**src/rtl/text_command_decoder.sv**
```systemverilog
// text_command_decoder
//   Byte-stream command decoder feeding the video memory write port of the
//   800x600 text display. Printable bytes become cell writes at the cursor;
//   control bytes move the cursor, load the attribute word or start a
//   hardware clear that sweeps every cell at one write per clock.
//
//   Command bytes (IDLE):
//     0x00        escape: next byte is written literally as a glyph
//     0x01 x y    set cursor (values clamped to the last column/row)
//     0x02 hi lo  load attribute word {hi,lo}
//     0x03        clear screen with {attr,8'h20}
//     other       glyph written at cursor, cursor advances
//
//   Optional build macro CTRL_CHARS_EN: 0x0D returns x to 0, 0x0A moves
//   down one row (wrapping), neither writes a cell. Undefined: both are
//   plain glyphs.
//
// Ports:
//   clk, reset          system clock, synchronous active-high reset
//   in_data/in_valid    byte from the I2C receiver
//   in_ready            byte accepted when in_valid & in_ready (low in CLEAR)
//   write               one-cycle cell write strobe
//   xtextwrite/ytextwrite  cell coordinates of the write
//   value               {attr[15:0], charindex[7:0]}
//   busy                high while the clear sweep runs
module text_command_decoder #(
    parameter int          COLS       = 100,
    parameter int          ROWS       = 37,
    parameter int          COL_W      = 7,
    parameter int          ROW_W      = 6,
    parameter logic [15:0] RESET_ATTR = 16'h0070
) (
    input  logic             clk,
    input  logic             reset,
    input  logic [7:0]       in_data,
    input  logic             in_valid,
    output logic             in_ready,
    output logic             write,
    output logic [COL_W-1:0] xtextwrite,
    output logic [ROW_W-1:0] ytextwrite,
    output logic [23:0]      value,
    output logic             busy
);

    typedef enum logic [2:0] {
        IDLE, ESC, GET_X, GET_Y, GET_AH, GET_AL, CLEAR
    } state_t;

    localparam logic [COL_W-1:0] X_LAST = COL_W'(COLS - 1);
    localparam logic [ROW_W-1:0] Y_LAST = ROW_W'(ROWS - 1);

    state_t             state_q, state_d;
    logic [COL_W-1:0]   cur_x_q, cur_x_d;
    logic [ROW_W-1:0]   cur_y_q, cur_y_d;
    logic [COL_W-1:0]   x_lat_q, x_lat_d;
    logic [15:0]        attr_q, attr_d;
    logic [COL_W-1:0]   sweep_x_q, sweep_x_d;
    logic [ROW_W-1:0]   sweep_y_q, sweep_y_d;
    logic               clr_done_q, clr_done_d;
    logic               write_q, write_d;
    logic [COL_W-1:0]   xw_q, xw_d;
    logic [ROW_W-1:0]   yw_q, yw_d;
    logic [23:0]        value_q, value_d;
    logic               busy_q, busy_d;

    logic               accept;
    logic               do_glyph;
    logic [COL_W-1:0]   adv_cur_x, adv_sw_x, adv_org_x;
    logic [ROW_W-1:0]   adv_cur_y, adv_sw_y, adv_org_y;

    // Row-major step with explicit end compares: last column wraps to the
    // next row, last cell wraps to (0,0).
    function automatic logic [COL_W+ROW_W-1:0] advance(
        input logic [COL_W-1:0] x,
        input logic [ROW_W-1:0] y
    );
        logic [COL_W-1:0] nx;
        logic [ROW_W-1:0] ny;
        if (x == X_LAST) begin
            nx = '0;
            ny = (y == Y_LAST) ? '0 : y + 1'b1;
        end else begin
            nx = x + 1'b1;
            ny = y;
        end
        return {ny, nx};
    endfunction

    assign {adv_cur_y, adv_cur_x} = advance(cur_x_q, cur_y_q);
    assign {adv_sw_y, adv_sw_x}   = advance(sweep_x_q, sweep_y_q);
    assign {adv_org_y, adv_org_x} = advance('0, '0);

    assign in_ready = ~busy_q;
    assign accept   = in_valid & in_ready;

    always_comb begin
        state_d    = state_q;
        cur_x_d    = cur_x_q;
        cur_y_d    = cur_y_q;
        x_lat_d    = x_lat_q;
        attr_d     = attr_q;
        sweep_x_d  = sweep_x_q;
        sweep_y_d  = sweep_y_q;
        clr_done_d = clr_done_q;
        write_d    = 1'b0;
        xw_d       = xw_q;
        yw_d       = yw_q;
        value_d    = value_q;
        busy_d     = busy_q;
        do_glyph   = 1'b0;

        unique case (state_q)
            IDLE: begin
                if (accept) begin
                    unique case (in_data)
                        8'h00: state_d = ESC;
                        8'h01: state_d = GET_X;
                        8'h02: state_d = GET_AH;
                        8'h03: begin
                            // Cell (0,0) is written straight away so the
                            // sweep starts in the cycle after the accept.
                            state_d    = CLEAR;
                            busy_d     = 1'b1;
                            write_d    = 1'b1;
                            xw_d       = '0;
                            yw_d       = '0;
                            value_d    = {attr_q, 8'h20};
                            sweep_x_d  = adv_org_x;
                            sweep_y_d  = adv_org_y;
                            clr_done_d = (X_LAST == '0) && (Y_LAST == '0);
                        end
`ifdef CTRL_CHARS_EN
                        8'h0D: cur_x_d = '0;
                        8'h0A: cur_y_d = (cur_y_q == Y_LAST) ? '0 : cur_y_q + 1'b1;
`endif
                        default: do_glyph = 1'b1;
                    endcase
                end
            end
            ESC: begin
                if (accept) begin
                    do_glyph = 1'b1;
                    state_d  = IDLE;
                end
            end
            GET_X: begin
                if (accept) begin
                    x_lat_d = ({24'd0, in_data} >= 32'(COLS)) ? X_LAST : COL_W'(in_data);
                    state_d = GET_Y;
                end
            end
            GET_Y: begin
                if (accept) begin
                    cur_x_d = x_lat_q;
                    cur_y_d = ({24'd0, in_data} >= 32'(ROWS)) ? Y_LAST : ROW_W'(in_data);
                    state_d = IDLE;
                end
            end
            GET_AH: begin
                if (accept) begin
                    attr_d[15:8] = in_data;
                    state_d      = GET_AL;
                end
            end
            GET_AL: begin
                if (accept) begin
                    attr_d[7:0] = in_data;
                    state_d     = IDLE;
                end
            end
            CLEAR: begin
                // clr_done_q marks that the last cell went out on the
                // previous edge; busy stays high through that write cycle.
                if (clr_done_q) begin
                    state_d    = IDLE;
                    busy_d     = 1'b0;
                    clr_done_d = 1'b0;
                    cur_x_d    = '0;
                    cur_y_d    = '0;
                end else begin
                    write_d = 1'b1;
                    xw_d    = sweep_x_q;
                    yw_d    = sweep_y_q;
                    value_d = {attr_q, 8'h20};
                    if (sweep_x_q == X_LAST && sweep_y_q == Y_LAST) begin
                        clr_done_d = 1'b1;
                    end else begin
                        sweep_x_d = adv_sw_x;
                        sweep_y_d = adv_sw_y;
                    end
                end
            end
            default: state_d = IDLE;
        endcase

        if (do_glyph) begin
            write_d = 1'b1;
            xw_d    = cur_x_q;
            yw_d    = cur_y_q;
            value_d = {attr_q, in_data};
            cur_x_d = adv_cur_x;
            cur_y_d = adv_cur_y;
        end
    end

    always_ff @(posedge clk) begin
        if (reset) begin
            state_q    <= IDLE;
            cur_x_q    <= '0;
            cur_y_q    <= '0;
            x_lat_q    <= '0;
            attr_q     <= RESET_ATTR;
            sweep_x_q  <= '0;
            sweep_y_q  <= '0;
            clr_done_q <= 1'b0;
            write_q    <= 1'b0;
            xw_q       <= '0;
            yw_q       <= '0;
            value_q    <= '0;
            busy_q     <= 1'b0;
        end else begin
            state_q    <= state_d;
            cur_x_q    <= cur_x_d;
            cur_y_q    <= cur_y_d;
            x_lat_q    <= x_lat_d;
            attr_q     <= attr_d;
            sweep_x_q  <= sweep_x_d;
            sweep_y_q  <= sweep_y_d;
            clr_done_q <= clr_done_d;
            write_q    <= write_d;
            xw_q       <= xw_d;
            yw_q       <= yw_d;
            value_q    <= value_d;
            busy_q     <= busy_d;
        end
    end

    assign write      = write_q;
    assign xtextwrite = xw_q;
    assign ytextwrite = yw_q;
    assign value      = value_q;
    assign busy       = busy_q;

endmodule

```
**config.mk**
```make
export PLATFORM = sky130hd
export DESIGN_NAME = text_command_decoder
export DESIGN_NICKNAME = d
export VERILOG_FILES = /design/src/rtl/text_command_decoder.sv
export SDC_FILE = /design/constraint.sdc
export NUM_CORES = 1
export LEC_CHECK = 0
export CAP_MARGIN = 20
export CORE_MARGIN = 2
export CORE_UTILIZATION = 24
export CTS_BUF_LIST = sky130_fd_sc_hd__clkbuf_4
export CTS_CLUSTER_DIAMETER = 50
export DETAILED_ROUTE_END_ITERATION = 6
export PLACE_DENSITY_LB_ADDON = 0.08
export REMOVE_ABC_BUFFERS = 1
export SLEW_MARGIN = 20
export SYNTH_ARGS = -nofsm -noshare
export SYNTH_HDL_FRONTEND = slang
export SYNTH_SLANG_ARGS = --single-unit
```
**constraint.sdc**
```tcl
create_clock -name clk -period 4.3 [get_ports clk]
set_clock_uncertainty 0.15 [all_clocks]
set_input_delay 0.86 -clock clk [delete_from_list [all_inputs] [get_ports clk]]
set_output_delay 0.86 -clock clk [all_outputs]
set_load 0.01 [all_outputs]
```
==> results.py, run 1 <==
metrics = {
    "status": {
        "outcome": "finished clean",
    },
    "grt": {
        "grt_max_degree": 63,
        "grt_pass1_vias": 3614,
        "grtUsageTotal": 0.141,
        "grt_pass1_wl_um": 20100,
        "antenna_found_initial": 1,
        "gr-total-overflow": 0,
    },
    "floorplanning": {
        "rows": 48,
        "die_w_um": 137,
        "pin_count": 51,
        "die_y_um": 137,
        "start_util": 0.246,
        "dieArea_um2": 18800,
        "core_um2": 17300,
    },
    "clock_network": {
        "cts-resized-gates": 0,
        "clk_pin_slew_worst_paths_ns": 0.16,
        "clockBufferDepth": 2,
        "cts.sinks": 92,
        "cts_hold_buffers": 0,
        "insertion_delay_ns": 0.48,
        "cts_root_buffer": "clkbuf_4",
        "cts_tree": "yes",
        "cts_inserted_buffers": 9,
        "post_cts_buffers": 0,
        "ctsHtreeMaxLevel": 3,
    },
    "synthesis": {
        "yosysWarningCount": 0,
        "ys.flop_type": "dfxtp_1",
        "synth_area_um2": 4250,
        "async_flop_share": 0,
        "synth-seq-cells": 92,
        "syn_avg_cell_area_um2": 8.59,
        "synth_edf_count": 0,
        "yosysSeqAreaShare": 0.433,
        "ys_types": 63,
        "syn_inst": 495,
    },
    "placed_design": {
        "port_buffers": 50,
        "post-place-ws_ns": 0.739,
        "place_area_um2": 4970,
        "hpwl_um": 8670,
        "routabilityCongestion": 0.826,
    },
    "critical_path": {
        "r2r_setup_slack_ns": 1.65,
        "start_kind": "input port",
        "crit_path_max_fanout": 22,
        "critPathCapture": "cur_y_q[5]",
        "arrival_ns": 3.28,
        "worstSetupStartpoint": "in_data[7]",
        "r2r_start": "state_q[1]",
        "reg2reg_depth": 6,
        "crit_required_ns": 4.52,
        "worstSetupEndpointType": "flip-flop",
        "r2r-end": "sweep_y_q[3]",
        "worstSetupPathType": "input port to flip-flop",
    },
    "sta": {
        "setup_slack_ns": 1.24,
        "rsz0062_at_grt": "no",
        "fin_setup_tns_ns": 0,
        "drv_slew": 0,
        "tightest_slew_ns": 0.732,
        "setup_violations": 0,
        "fmax_mhz": 327,
        "maxSlewHeadroom": 0.510,
        "finalCritPeriodShare": 0.712,
        "finalHoldViolCount": 0,
        "finalCriticalPeriod_ns": 3.06,
    },
    "routing": {
        "drc_errors": 0,
        "wl_per_cell_um": 16.5,
        "vias_per_cell": 4.89,
        "drtPass1Iterations": 4,
        "drtIter0Drc": 207,
        "vias": 3758,
        "finalWirelength_um": 12600,
        "final_antenna_net_count": 0,
    },
    "final_layout": {
        "synthToLayoutAreaGrowth_pct": 20.7,
        "fin_nets": 554,
        "final_area_um2": 5130,
        "layout-drive-gt1-share": 0.0793,
        "nFillCells": 1860,
    },
    "power_and_ir_drop": {
        "p_clk_frac": 0.330,
        "seqPwrFrac": 0.569,
        "p_per_area_nw_per_um2": 302,
        "switching_share": 0.278,
        "cellLeakagePower_nw": 1.84,
        "comb_power_share": 0.101,
        "irDropWorstVdd_mv": 0.133,
        "power_switching_mw": 0.432,
        "p_int_mw": 1.12,
    },
    "hold_path": {
        "worstHoldPathCells": 2,
        "hold_path_class": "flip-flop to flip-flop",
    },
    "run": {
        "drv_cap": 0,
    },
}
## metrics by stage
stage	hold WS, ns	instances	utilization	total power [mW]
after floorplan	0.291	460	-	0.967
after global placement	0.308	750	0.287	1.06
after detailed placement	0.310	750	0.287	1.06
after CTS	0.330	766	0.296	1.58
after global routing	0.346	768	0.297	1.63
final	0.328	768	0.297	1.55
## worst min path at each step
| stage | startpoint | endpoint | slack, ns |
|---|---|---|---|
| 5_1_grt | value[7] | value[7] | 0.35 |
| 3_5_place_dp | value[7] | value[7] | 0.31 |
| 2_1_floorplan | attr_q[4] | attr_q[4] | 0.29 |
| 3_3_place_gp | value[3] | value[3] | 0.31 |
| 4_1_cts | value[7] | value[7] | 0.33 |
| 6_report | value[7] | value[7] | 0.33 |
## state kept, by name, indices dropped and copies added, names as in the netlist, 6 cells and up
| signal | flops |
|---|---|
| ytextwrite | 6 |
| sweep_x_q | 7 |
| xtextwrite | 7 |
| attr_q | 16 |
| x_lat_q | 7 |
| value | 24 |
| cur_x_q | 7 |
| cur_y_q | 6 |
| sweep_y_q | 6 |
## power groups by stage
stage	Sequential [mW]	Clock (mW)	Combinational [mW]
finish	0.882	0.512	0.157
global route	0.886	0.574	0.172
CTS	0.883	0.540	0.158
detailed placement	0.901	0	0.157
global placement	0.901	0	0.158
floorplan	0.906	0	0.0616
## per-layer routing
layer,vias up,routed length (um),track usage
met5,-,0,0
met4,0,127,0.0372
met3,8,562,0.0396
met2,80,5920,0.232
met1,1800,6040,0.182
li1,1870,-,-
## cells in the mapped netlist, types with 3 or more instances
cell,number,area share
nor3_1,15,0.018
and3_1,4,0.0059
nor3b_1,3,0.0053
or3_1,4,0.0059
a221oi_1,3,0.0062
nor2_1,67,0.059
a31oi_1,22,0.032
o21ai_0,21,0.025
dfxtp_1,92,0.43
o31ai_1,4,0.0071
nand4_1,4,0.0059
inv_1,11,0.0097
nand3_1,32,0.038
and2_1,3,0.0044
buf_2,6,0.0071
nand3b_1,4,0.0071
a22oi_1,5,0.0088
a211oi_1,4,0.0071
o211ai_1,4,0.0071
buf_6,4,0.011
a21oi_1,25,0.029
mux2i_1,33,0.078
xnor2_1,4,0.0082
clkbuf_1,22,0.019
o32ai_1,5,0.010
ha_1,6,0.018
nand2_1,42,0.037
## layout by cell type (no fill, tap or decap), types with 5 or more instances in the layout
cell type | synthesis | routed
a22oi_1 | 5 | 5
nor3_1 | 15 | 15
o32ai_1 | 5 | 5
inv_1 | 11 | 11
a31oi_1 | 22 | 22
nand2_1 | 42 | 42
o21ai_0 | 21 | 21
ha_1 | 6 | 6
a21oi_1 | 25 | 25
dfxtp_1 | 92 | 92
nor2_1 | 67 | 67
mux2i_1 | 33 | 33
clkdlybuf4s50_1 | 0 | 49
buf_4 | 0 | 15
clkbuf_4 | 0 | 9
nand3_1 | 32 | 32
## logic make-up (layout without fill, tap and decap cells)
group / after synthesis / count (layout) / share of synthesized area
AND/OR/NAND/NOR: 197 / 197 / 0.225
AO/OA/AOI/OAI: 114 / 114 / 0.181
flip-flops: 92 / 92 / 0.433
buffers and inverters: 46 / 93 / 0.0497
multiplexers: 34 / 34 / 0.0804
adder cells (fa/ha/maj): 6 / 6 / 0.0177
XOR/XNOR: 6 / 6 / 0.0124
other: 0 / 1 / 0
## worst max-delay path, stage by stage
cell and delay (ns):
clkdlybuf4s50_1 0.48, or3_1 0.53, o31ai_4 0.54, buf_4 0.34, nor3_1 0.09, o311ai_0 0.30, o31ai_1 0.12
## cell type report
cell class,count,area (um2),area share
Antenna cell,1,2.50,0.000488
Inverter,11,41.3,0.00805
Tap cell,225,282,0.0549
Clock inverter,7,73.8,0.0144
Timing Repair Buffer,66,623,0.121
Clock buffer,9,67.6,0.0132
Multi-Input combinational cell,357,2200,0.428
Sequential cell,92,1840,0.359
Note: power is estimated with default switching activity, not from simulation.
==> inputs of run 2 (changes only) <==
==> constraint.sdc (replaced) <==
create_clock -name clk -period 2.8 [get_ports clk]
set_clock_uncertainty 0.15 [all_clocks]
set_input_delay 0.56 -clock clk [delete_from_list [all_inputs] [get_ports clk]]
set_output_delay 0.56 -clock clk [all_outputs]
set_load 0.01 [all_outputs]
==> run 2 against run 1 <==
- non-clock buffer count up 31
- sequential share of layout area shrank 1.5 points
- final cell count increased by 3.9%
- setup slack got worse by 0.91 ns
- combinational power rose by 71%
- via count is 2.2% higher
- critical path depth stayed put
- wire length up 1.7%
- final area up 4.4%
- clock power is 29% higher
- die area is the same
- critical endpoint is now sweep_y_q[1]
- highest routed layer unchanged
==> results.py, run 2 (synthesized netlist as in run 1, its figures left out) <==
metrics = {
    "status": {
        "outcome": "finished clean",
    },
    "routing": {
        "drtIter0Drc": 261,
        "wl_per_cell_um": 16.1,
        "vias_per_cell": 4.81,
        "drtPass1Iterations": 4,
        "final_antenna_net_count": 0,
        "vias": 3840,
        "finalWirelength_um": 12900,
        "drc_errors": 0,
    },
    "placed_design": {
        "port_buffers": 50,
        "place_area_um2": 5250,
        "routabilityCongestion": 0.863,
        "post-place-ws_ns": -0.0764,
        "hpwl_um": 9280,
    },
    "sta": {
        "drv_slew": 0,
        "finalHoldViolCount": 0,
        "finalCriticalPeriod_ns": 2.46,
        "setup_slack_ns": 0.335,
        "fmax_mhz": 406,
        "rsz0062_at_grt": "no",
        "finalCritPeriodShare": 0.880,
        "tightest_slew_ns": 0.629,
        "setup_violations": 0,
        "worst_hold_slack_ns": 0.210,
        "maxSlewHeadroom": 0.581,
        "fin_setup_tns_ns": 0,
    },
    "power_and_ir_drop": {
        "cellLeakagePower_nw": 1.97,
        "power_mw": 2.29,
        "irDropWorstVdd_mv": 0.150,
        "p_per_area_nw_per_um2": 427,
    },
    "final_layout": {
        "diodes": 0,
        "fin_nets": 585,
        "nFillCells": 1871,
        "layout-drive-gt1-share": 0.126,
        "layout_commonest_cell": "dfxtp_1",
        "largest_reg_flops": 24,
        "synthToLayoutAreaGrowth_pct": 26.0,
        "final_area_um2": 5350,
        "mostFrequentLayoutCells": "dfxtp_1 (92), nor2_1 (67), clkdlybuf4s50_1 (49)",
    },
    "floorplanning": {
        "die_w_um": 137,
        "start_util": 0.246,
        "die_y_um": 137,
        "dieArea_um2": 18800,
        "core_um2": 17300,
        "rows": 48,
        "pin_count": 51,
    },
    "critical_path": {
        "reg2reg_depth": 7,
        "arrival_ns": 2.72,
        "crit_path_max_fanout": 7,
        "cp_cell_sequence": "inv_1 > ha_1 > nor4bb_1 > a211oi_1 > o2bb2ai_1 > mux2_2 > nor2_1",
        "worstSetupPathType": "flip-flop to flip-flop",
        "start_kind": "flip-flop",
        "slowest_delay_ns": 0.54,
        "worstSetupEndpointType": "flip-flop",
        "crit_required_ns": 3.06,
        "cp_slowest_cell": "o2bb2ai_1",
    },
    "clock_network": {
        "post_cts_buffers": 0,
        "cts-resized-gates": 0,
        "clk_pin_slew_worst_paths_ns": 0.14,
        "cts_hold_buffers": 0,
        "cts_tree": "yes",
        "clockBufferDepth": 2,
        "insertion_delay_ns": 0.47,
        "ctsHtreeMaxLevel": 3,
        "cts.sinks": 92,
        "cts_inserted_buffers": 9,
        "cts_root_buffer": "clkbuf_4",
    },
    "grt": {
        "antenna_found_initial": 0,
        "gr-total-overflow": 0,
        "grt_pass1_vias": 3744,
        "grt_max_degree": 34,
        "grt_pass1_wl_um": 20700,
        "grtUsageTotal": 0.143,
    },
    "hold_path": {
        "worstHoldPathCells": 2,
        "hold_path_class": "input port to flip-flop",
    },
    "run": {
        "drv_cap": 0,
    },
}
## run 2: cell types whose count changed in the layout (fill, tap and decap cells not counted)
cell,delta
clkinvlp_4,+2
buf_8,-1
clkinv_4,-1
diode_2,-1
buf_4,+29
clkbuf_4,+1
inv_6,-3
bufinv_16,-1
buf_12,+3
clkinv_1,+2
## run 2: where the power goes
group          leakage (nW)  switching, mW  internal [mW]
Sequential            0.747         0.0172           1.34
Clock                0.0549          0.479          0.183
Combinational          1.17          0.143          0.126
Total                  1.97          0.639           1.65
## run 2: path summary, 6_finish.rpt
path	start	endpoint	slack (ns)
worst max-delay path	sweep_y_q[0]	sweep_y_q[1]	0.34
worst min register to register	value[7]	value[7]	0.33
worst max register to register	sweep_y_q[0]	sweep_y_q[1]	0.34
worst min-delay path	reset	attr_q[8]	0.21
## run 2: area by class of cell
class / count / area (um2) / area share
multi-input cells: 357 / 2200 / 0.410
flip-flops and latches: 92 / 1840 / 0.344
repair buffers: 97 / 886 / 0.165
inverters: 11 / 41.3 / 0.00771
well taps: 225 / 282 / 0.0526
clock inverters: 6 / 31.3 / 0.00584
clock buffers: 10 / 75.1 / 0.0140
## run 2: metrics by stage
step	instances	util
after global routing	798	0.310
final	798	0.310
after floorplan	460	-
after detailed placement	782	0.303
after global placement	782	0.303
after CTS	798	0.310
## run 2: routing by layer
layer  share of wire  global-route usage  vias up  routed length, um
met5               0                   0        -                  0
met4           0.014              0.0458        0                184
met3           0.034              0.0330       16                441
met2            0.45               0.222       75               5830
met1            0.50               0.195     1815               6400
li1                -                   -     1934                  -
## run 2: critical path, delay by kind of cell (launching register included)
family | cells | cell delay, ns
multiplexers | 1 | 0.40
adder cells (fa/ha/maj) | 1 | 0.15
AND/OR/NAND/NOR | 2 | 0.55
AO/OA/AOI/OAI | 2 | 0.68
buffers and inverters | 1 | 0.10
flip-flops | 1 | 0.38
